==> src/rtl/mycpu_pkg.sv <==
// Shared mycpu types and constants.
// Holds the memory arbiter state encoding and sizing limits.
package mycpu_pkg;

   localparam int ARB_MAX_REQ = 8;
   localparam int ARB_CNT_W   = 3;
   localparam int ARB_IDX_W   = $clog2(ARB_MAX_REQ);

   typedef enum logic [1:0] {
      IDLE   = 2'd0,
      ACCESS = 2'd1,
      RESP   = 2'd2
   } arb_state_t;

endpackage

==> src/rtl/mycpu_rr_pick.sv <==
// Round-robin picker: first set request at or above ptr, wrapping.
// Ports: req (requests), ptr (search start), gnt (one-hot winner),
//        idx (winner index), vld (any request present).
module mycpu_rr_pick
   import mycpu_pkg::*;
#(
   parameter int NREQ = 2
) (
   input  logic [NREQ-1:0]      req,
   input  logic [ARB_IDX_W-1:0] ptr,
   output logic [NREQ-1:0]      gnt,
   output logic [ARB_IDX_W-1:0] idx,
   output logic                 vld
);

   logic [2*NREQ-1:0]  dbl;
   logic [NREQ-1:0]    rot;
   logic [ARB_IDX_W:0] sum;

   // Rotate so bit 0 is the requester at ptr, find the first set
   // bit, then rotate the position back into an absolute index.
   always_comb begin
      dbl = {req, req} >> ptr;
      rot = dbl[NREQ-1:0];
      vld = 1'b0;
      sum = '0;
      for (int k = 0; k < NREQ; k++) begin
         if (!vld && rot[k]) begin
            vld = 1'b1;
            sum = {1'b0, ptr} + (ARB_IDX_W+1)'(k);
         end
      end
      if (sum >= (ARB_IDX_W+1)'(NREQ)) begin
         sum = sum - (ARB_IDX_W+1)'(NREQ);
      end
      idx = sum[ARB_IDX_W-1:0];
      gnt = vld ? (NREQ'(1) << idx) : '0;
   end

endmodule

==> src/rtl/mycpu_mem_arbiter.sv <==
// Round-robin arbiter sharing one 16-bit memory/IO bus among NREQ
// requesters with req/gnt/ack handshake and fixed-latency access.
// Ports: clk, rst (sync, active-high); req/wen/iom/a/d_in per
// requester; gnt_out, ack_out, rdata_out back to requesters;
// mem_a/d/wen/iom/en_out and mem_d_in to the memory; busy_out.
// Build option MYCPU_ARB_LOCK_EN adds lock_in[NREQ]: a locked
// winner keeps priority for the next arbitration.
module mycpu_mem_arbiter
   import mycpu_pkg::*;
#(
   parameter int NREQ        = 2,
   parameter int MEM_LATENCY = 2
) (
   input  logic                  clk,
   input  logic                  rst,
`ifdef MYCPU_ARB_LOCK_EN
   input  logic [NREQ-1:0]       lock_in,
`endif
   input  logic [NREQ-1:0]       req_in,
   input  logic [NREQ-1:0]       wen_in,
   input  logic [NREQ-1:0]       iom_in,
   input  logic [NREQ-1:0][15:0] a_in,
   input  logic [NREQ-1:0][15:0] d_in,
   output logic [NREQ-1:0]       gnt_out,
   output logic [NREQ-1:0]       ack_out,
   output logic [15:0]           rdata_out,
   output logic [15:0]           mem_a_out,
   output logic [15:0]           mem_d_out,
   output logic                  mem_wen_out,
   output logic                  mem_iom_out,
   output logic                  mem_en_out,
   input  logic [15:0]           mem_d_in,
   output logic                  busy_out
);

   arb_state_t           state_q, state_d;
   logic [ARB_IDX_W-1:0] ptr_q, ptr_d;
   logic [ARB_IDX_W-1:0] win_q, win_d;
   logic [ARB_CNT_W-1:0] cnt_q, cnt_d;
   logic [NREQ-1:0]      gnt_q, gnt_d;
   logic [NREQ-1:0]      ack_q, ack_d;
   logic [15:0]          rdata_q, rdata_d;
   logic [15:0]          mem_a_q, mem_a_d;
   logic [15:0]          mem_d_q, mem_d_d;
   logic                 mem_wen_q, mem_wen_d;
   logic                 mem_iom_q, mem_iom_d;
   logic                 mem_en_q, mem_en_d;

   logic [NREQ-1:0]      pick_gnt;
   logic [ARB_IDX_W-1:0] pick_idx;
   logic                 pick_vld;
   logic [15:0]          sel_a, sel_d;
   logic                 sel_wen, sel_iom;

   mycpu_rr_pick #(.NREQ(NREQ)) u_pick (
      .req (req_in),
      .ptr (ptr_q),
      .gnt (pick_gnt),
      .idx (pick_idx),
      .vld (pick_vld)
   );

   always_comb begin
      sel_a   = '0;
      sel_d   = '0;
      sel_wen = 1'b0;
      sel_iom = 1'b0;
      for (int i = 0; i < NREQ; i++) begin
         if (pick_gnt[i]) begin
            sel_a   = a_in[i];
            sel_d   = d_in[i];
            sel_wen = wen_in[i];
            sel_iom = iom_in[i];
         end
      end
   end

   // The mem_* registers double as the latched request: they are
   // loaded on ACCESS entry and cleared on exit, so the bus is quiet
   // outside ACCESS.
   always_comb begin
      state_d   = state_q;
      ptr_d     = ptr_q;
      win_d     = win_q;
      cnt_d     = cnt_q;
      gnt_d     = gnt_q;
      ack_d     = '0;
      rdata_d   = rdata_q;
      mem_a_d   = mem_a_q;
      mem_d_d   = mem_d_q;
      mem_wen_d = mem_wen_q;
      mem_iom_d = mem_iom_q;
      mem_en_d  = mem_en_q;
      unique case (state_q)
         IDLE: begin
            if (pick_vld) begin
               state_d   = ACCESS;
               gnt_d     = pick_gnt;
               win_d     = pick_idx;
               mem_a_d   = sel_a;
               mem_d_d   = sel_d;
               mem_wen_d = sel_wen;
               mem_iom_d = sel_iom;
               mem_en_d  = 1'b1;
               cnt_d     = sel_wen ? '0
                                   : ARB_CNT_W'(MEM_LATENCY-1);
            end
         end
         ACCESS: begin
            if (cnt_q == '0) begin
               state_d   = RESP;
               rdata_d   = mem_wen_q ? '0 : mem_d_in;
               ack_d     = gnt_q;
               mem_a_d   = '0;
               mem_d_d   = '0;
               mem_wen_d = 1'b0;
               mem_iom_d = 1'b0;
               mem_en_d  = 1'b0;
            end else begin
               cnt_d = cnt_q - 1'b1;
            end
         end
         RESP: begin
            state_d = IDLE;
            gnt_d   = '0;
            rdata_d = '0;
            if (win_q == ARB_IDX_W'(NREQ-1)) begin
               ptr_d = '0;
            end else begin
               ptr_d = win_q + 1'b1;
            end
`ifdef MYCPU_ARB_LOCK_EN
            // Holding the pointer on the winner gives it first pick.
            if (|(lock_in & gnt_q)) begin
               ptr_d = win_q;
            end
`endif
         end
         default: state_d = IDLE;
      endcase
   end

   always_ff @(posedge clk) begin
      if (rst) begin
         state_q   <= IDLE;
         ptr_q     <= '0;
         win_q     <= '0;
         cnt_q     <= '0;
         gnt_q     <= '0;
         ack_q     <= '0;
         rdata_q   <= '0;
         mem_a_q   <= '0;
         mem_d_q   <= '0;
         mem_wen_q <= 1'b0;
         mem_iom_q <= 1'b0;
         mem_en_q  <= 1'b0;
      end else begin
         state_q   <= state_d;
         ptr_q     <= ptr_d;
         win_q     <= win_d;
         cnt_q     <= cnt_d;
         gnt_q     <= gnt_d;
         ack_q     <= ack_d;
         rdata_q   <= rdata_d;
         mem_a_q   <= mem_a_d;
         mem_d_q   <= mem_d_d;
         mem_wen_q <= mem_wen_d;
         mem_iom_q <= mem_iom_d;
         mem_en_q  <= mem_en_d;
      end
   end

   assign gnt_out     = gnt_q;
   assign ack_out     = ack_q;
   assign rdata_out   = rdata_q;
   assign mem_a_out   = mem_a_q;
   assign mem_d_out   = mem_d_q;
   assign mem_wen_out = mem_wen_q;
   assign mem_iom_out = mem_iom_q;
   assign mem_en_out  = mem_en_q;
   assign busy_out    = (state_q != IDLE);

endmodule

==> config.mk <==
export PLATFORM = sky130hd
export DESIGN_NAME = mycpu_mem_arbiter
export DESIGN_NICKNAME = d
export VERILOG_FILES = /design/src/rtl/mycpu_pkg.sv /design/src/rtl/mycpu_rr_pick.sv /design/src/rtl/mycpu_mem_arbiter.sv
export SDC_FILE = /design/constraint.sdc
export NUM_CORES = 1
export LEC_CHECK = 0
export ABC_CLOCK_PERIOD_IN_PS = 2200
export CAP_MARGIN = 15
export CELL_PAD_IN_SITES_DETAIL_PLACEMENT = 1
export CELL_PAD_IN_SITES_GLOBAL_PLACEMENT = 2
export CORE_ASPECT_RATIO = 0.7
export CORE_MARGIN = 3
export CORE_UTILIZATION = 22
export DETAILED_ROUTE_END_ITERATION = 12
export PLACE_DENSITY_LB_ADDON = 0.1
export SKIP_CTS_REPAIR_TIMING = 1
export SYNTH_ARGS = -nofsm -noshare
export SYNTH_HDL_FRONTEND = slang
export SYNTH_HIERARCHICAL = 1
export SYNTH_SLANG_ARGS = --single-unit
==> constraint.sdc <==
create_clock -name clk -period 2.2 [get_ports clk]
set_input_delay 0.22 -clock clk [delete_from_list [all_inputs] [get_ports clk]]
set_output_delay 0.22 -clock clk [all_outputs]
set_load 0.1 [all_outputs]
==> run summary <==
The post-synthesis net count came out at 424. The total leakage power is 0.00180 µW. Relative to the synthesized area, the layout overhead comes to 63.8%.

Walking the worst path, the cells encountered are nand2_1 -> a21o_2 -> nor2b_1 -> buf_4 -> nor3b_2 -> buf_4 -> or3_1 -> mux2i_1. The floorplan step defined a core boundary enclosing 12,700 µm². The placer's final routability congestion estimate came out at 0.735. The total of endpoints with negative setup slack in the final report came out at 0. The die footprint is 14,700 µm². The count of buffers added on input and output ports is ~140. The total number of vias came out at between 3,000 and 4,000. The worst-case IR drop observed on VDD is approximately 0.00061 V. Yosys attributes the largest share of cell area to sky130_fd_sc_hd__dfxtp_1, sky130_fd_sc_hd__nand3_1, sky130_fd_sc_hd__a32oi_1. Setup repair after global routing left no endpoint under its margin.

The number of global-route vias before repair is 3,154. In this run the deepest clock path goes through 2 buffers. The distinct cell type count of the synthesized netlist came out at 43. The DRC violations left came out at 0. The total clock buffers created by CTS came out at 9. The iteration-0 DRC count of the detailed router came out at 114. In this design, the largest share of critical-path delay is due to simple AND/OR/NAND/NOR gates. The clock input transition at the sequential cells of the worst setup and hold paths came out at 60 ps.

In this design, the stage delay of the slowest critical-path cell is around 470 ps. The run finished with clean final reports. The filler-free cell count of the finished design came out at about 640.

The number of nets in the finished design came out at 562. The global route total overflow came out at 0. The endpoint required time on the critical path came out at 2460 ps.

Timing would allow up to 500 MHz. Yosys printed 6 warnings. Global routing consumed, over all layers together, 15.0% of the routing resources. The average vias per placed instance is 4.87.

The largest net degree at the start of global routing came out at 37. The die is approximately 100 µm tall. The number of antenna diodes in the final layout is 0.

The mean post-synth cell area is a little under 9 µm². The number of flops mapped to enable cells by yosys is 0. By count the netlist is led by sky130_fd_sc_hd__dfxtp_1, sky130_fd_sc_hd__nand3_1, sky130_fd_sc_hd__a21oi_1. The count of fill cells added during filler insertion is 1,467. In this run the remaining antenna-violating nets after routing total 0. Of the cells placed in the final design, the portion with a size suffix greater than 1 is roughly 22%. The critical path is of the flop to flop type. The number of failing hold endpoints at the final stage came to 0. The setup clock skew after layout is 8.05 ps. The worst setup path is captured at a flop.

STA classifies the critical path startpoint as a flop. The count of pins over their slew limit came out at 0. The dominant synthesized flop cell is sky130_fd_sc_hd__dfxtp_1. The maximum level of the CTS H-tree is 3. The most frequent cell after synthesis is sky130_fd_sc_hd__dfxtp_1.

Of all nets on the critical path, the largest fanout is 9. The wire length of the first global-routing pass came out at roughly 17,000 µm. After synthesis, the largest area contributor takes up 45.4% of total cell area.

The total placed cells including tap cells is 622. Counting both buffers and inverters, the worst setup path holds a total of 2. In this run the power density over the cells is 1450 nW/µm². The total routed wirelength is 11,100 µm. The clock drives 66 sinks. The final-layout setup total negative slack came out at 0 ps. Across the run, the number of max-cap violations was 0. The number of top-level design ports is about 140. After synthesis the cells add up to 2910 µm².

The critical path data arrival time came out at ~2300 ps. The slowest stage of the critical path belongs to the cell sky130_fd_sc_hd__dfxtp_1. The initial core utilization came out at 23.0%. In the finished design, the share of the clock period the worst path needs comes to 90.9%.

The row count came out at 34. The proportion of register bits with asynchronous set or reset after synthesis came out at 0%. Among the stages of the critical path, the cell type that occurs most often is sky130_fd_sc_hd__buf_4. The number of search-and-repair iterations in the first detailed-routing pass is 4. The measured slew at the worst slew-check pin came out at 574 ps. TritonCTS built the clock tree. The die extent in x is between 100 and 150 µm. Dividing the detail-routed wire length by the instance count gives 17.4 µm.

The time the worst path needs with I/O delays and setup came out at 2000 ps. The cell count after synthesis came out at around 330. Once detailed placement completed, the half-perimeter wirelength came to 7770 µm. The worst hold path belongs to the class primary input to flop. The total power is about 6900 µW. The number of register bits inferred by synthesis is 66. The sequential area share after synthesis is a little under half. The clock reaches the later pin of the worst-skew pair after around 330 ps. The biggest area contributor in the post-synthesis netlist is sky130_fd_sc_hd__dfxtp_1.

The number of antenna violations at the first check in global routing came out at 0. In this run the clock root is driven by a sky130_fd_sc_hd__clkbuf_16. The tightest slew margin relative to the limit is 61.7%.
## cells in the final DEF (no fill, tap or decap), types with 2 or more instances in the layout
cell type | Yosys | layout
sky130_fd_sc_hd__nand2_1 | 16 | 16
sky130_fd_sc_hd__clkdlybuf4s50_1 | 0 | 86
sky130_fd_sc_hd__a32oi_1 | 33 | 33
sky130_fd_sc_hd__clkbuf_16 | 0 | 9
sky130_fd_sc_hd__a21oi_1 | 57 | 57
sky130_fd_sc_hd__or3b_1 | 3 | 3
sky130_fd_sc_hd__o21ai_0 | 3 | 3
sky130_fd_sc_hd__dfxtp_1 | 66 | 66
sky130_fd_sc_hd__buf_4 | 3 | 71
sky130_fd_sc_hd__nor3b_1 | 4 | 3
sky130_fd_sc_hd__a211oi_1 | 2 | 2
sky130_fd_sc_hd__nor3_1 | 2 | 2
sky130_fd_sc_hd__nand3_1 | 63 | 63
sky130_fd_sc_hd__ha_1 | 3 | 3
sky130_fd_sc_hd__nor3b_2 | 1 | 2
sky130_fd_sc_hd__and4bb_1 | 2 | 2
sky130_fd_sc_hd__and2_1 | 2 | 2
sky130_fd_sc_hd__nor4bb_4 | 0 | 2
sky130_fd_sc_hd__inv_1 | 4 | 4
sky130_fd_sc_hd__nor2b_1 | 7 | 6
sky130_fd_sc_hd__nor2_1 | 6 | 6
sky130_fd_sc_hd__and3_1 | 2 | 2
sky130_fd_sc_hd__buf_12 | 0 | 4
sky130_fd_sc_hd__clkinv_2 | 0 | 2
## layout make-up
| cell class | count | area (µm²) | share of cell area (%) |
|---|---|---|---|
| clock inverters | 6 | 65.1 | 1.36 |
| well taps | 162 | 203 | 4.25 |
| repair buffers | 162 | 1480 | 31.0 |
| flip-flops and latches | 66 | 1320 | 27.7 |
| clock buffers | 10 | 239 | 5.01 |
| inverters | 4 | 15.0 | 0.315 |
| multi-input cells | 228 | 1450 | 30.4 |
## kinds of logic (layout without fill, tap and decap cells)
kind of cell	Yosys count	in the layout	share of synthesized area, %
fa+ha+maj	3	3	1.29
mux	2	2	0.730
flops	66	66	45.4
simple gates	118	118	22.7
xor+xnor	1	1	0.301
compound gates	104	104	23.3
buf+inv	39	182	6.31
## layer usage
layer	global-route usage (%)	vias up	share of wire [%]
li1	-	1527	-
met1	20.2	1476	49
met2	22.9	94	43
met3	5.14	10	6.9
met4	4.20	0	1.1
met5	0	-	0
## registers in the layout (all words and copies together), names as in the netlist
name and count:
ack_out 2, cnt_q 3, gnt_out 2, mem_a_out 16, mem_d_out 16, mem_en_out 1, mem_iom_out 1, mem_wen_out 1
ptr_q 3, rdata_out 16, state_q 2, win_q 3
## where the power goes
part / internal [µW] / switching, µW / leakage (µW) / total (µW)
registers: 1470 / 221 / 0.000539 / 1690
logic: 1050 / 2730 / 0.00112 / 3780
clock network: 910 / 549 / 0.000149 / 1460
## final timing paths
check | end | cells after the start | slack, ps | startpoint
worst max-delay path | cnt_q[2] | 8 | 200 | ptr_q[0]
worst min-delay path | mem_a_out[7] | 2 | 310 | rst
worst max register to register | cnt_q[2] | 8 | 200 | ptr_q[0]
worst min register to register | rdata_out[2] | 2 | 460 | rdata_out[2]
## per-stage QoR
step / hold slack, ps / area, µm² / utilization [%] / setup WS, ps
finish: 306 / 4770 / 37.6 / 199
global placement: 442 / 4470 / 35.2 / -43.8
CTS: 301 / 4770 / 37.6 / 191
detailed placement: 455 / 4470 / 35.2 / -97.5
floorplan: 381 / 2910 / - / 309
global route: 308 / 4770 / 37.6 / 12.0
Note: power is estimated with default switching activity, not from simulation.
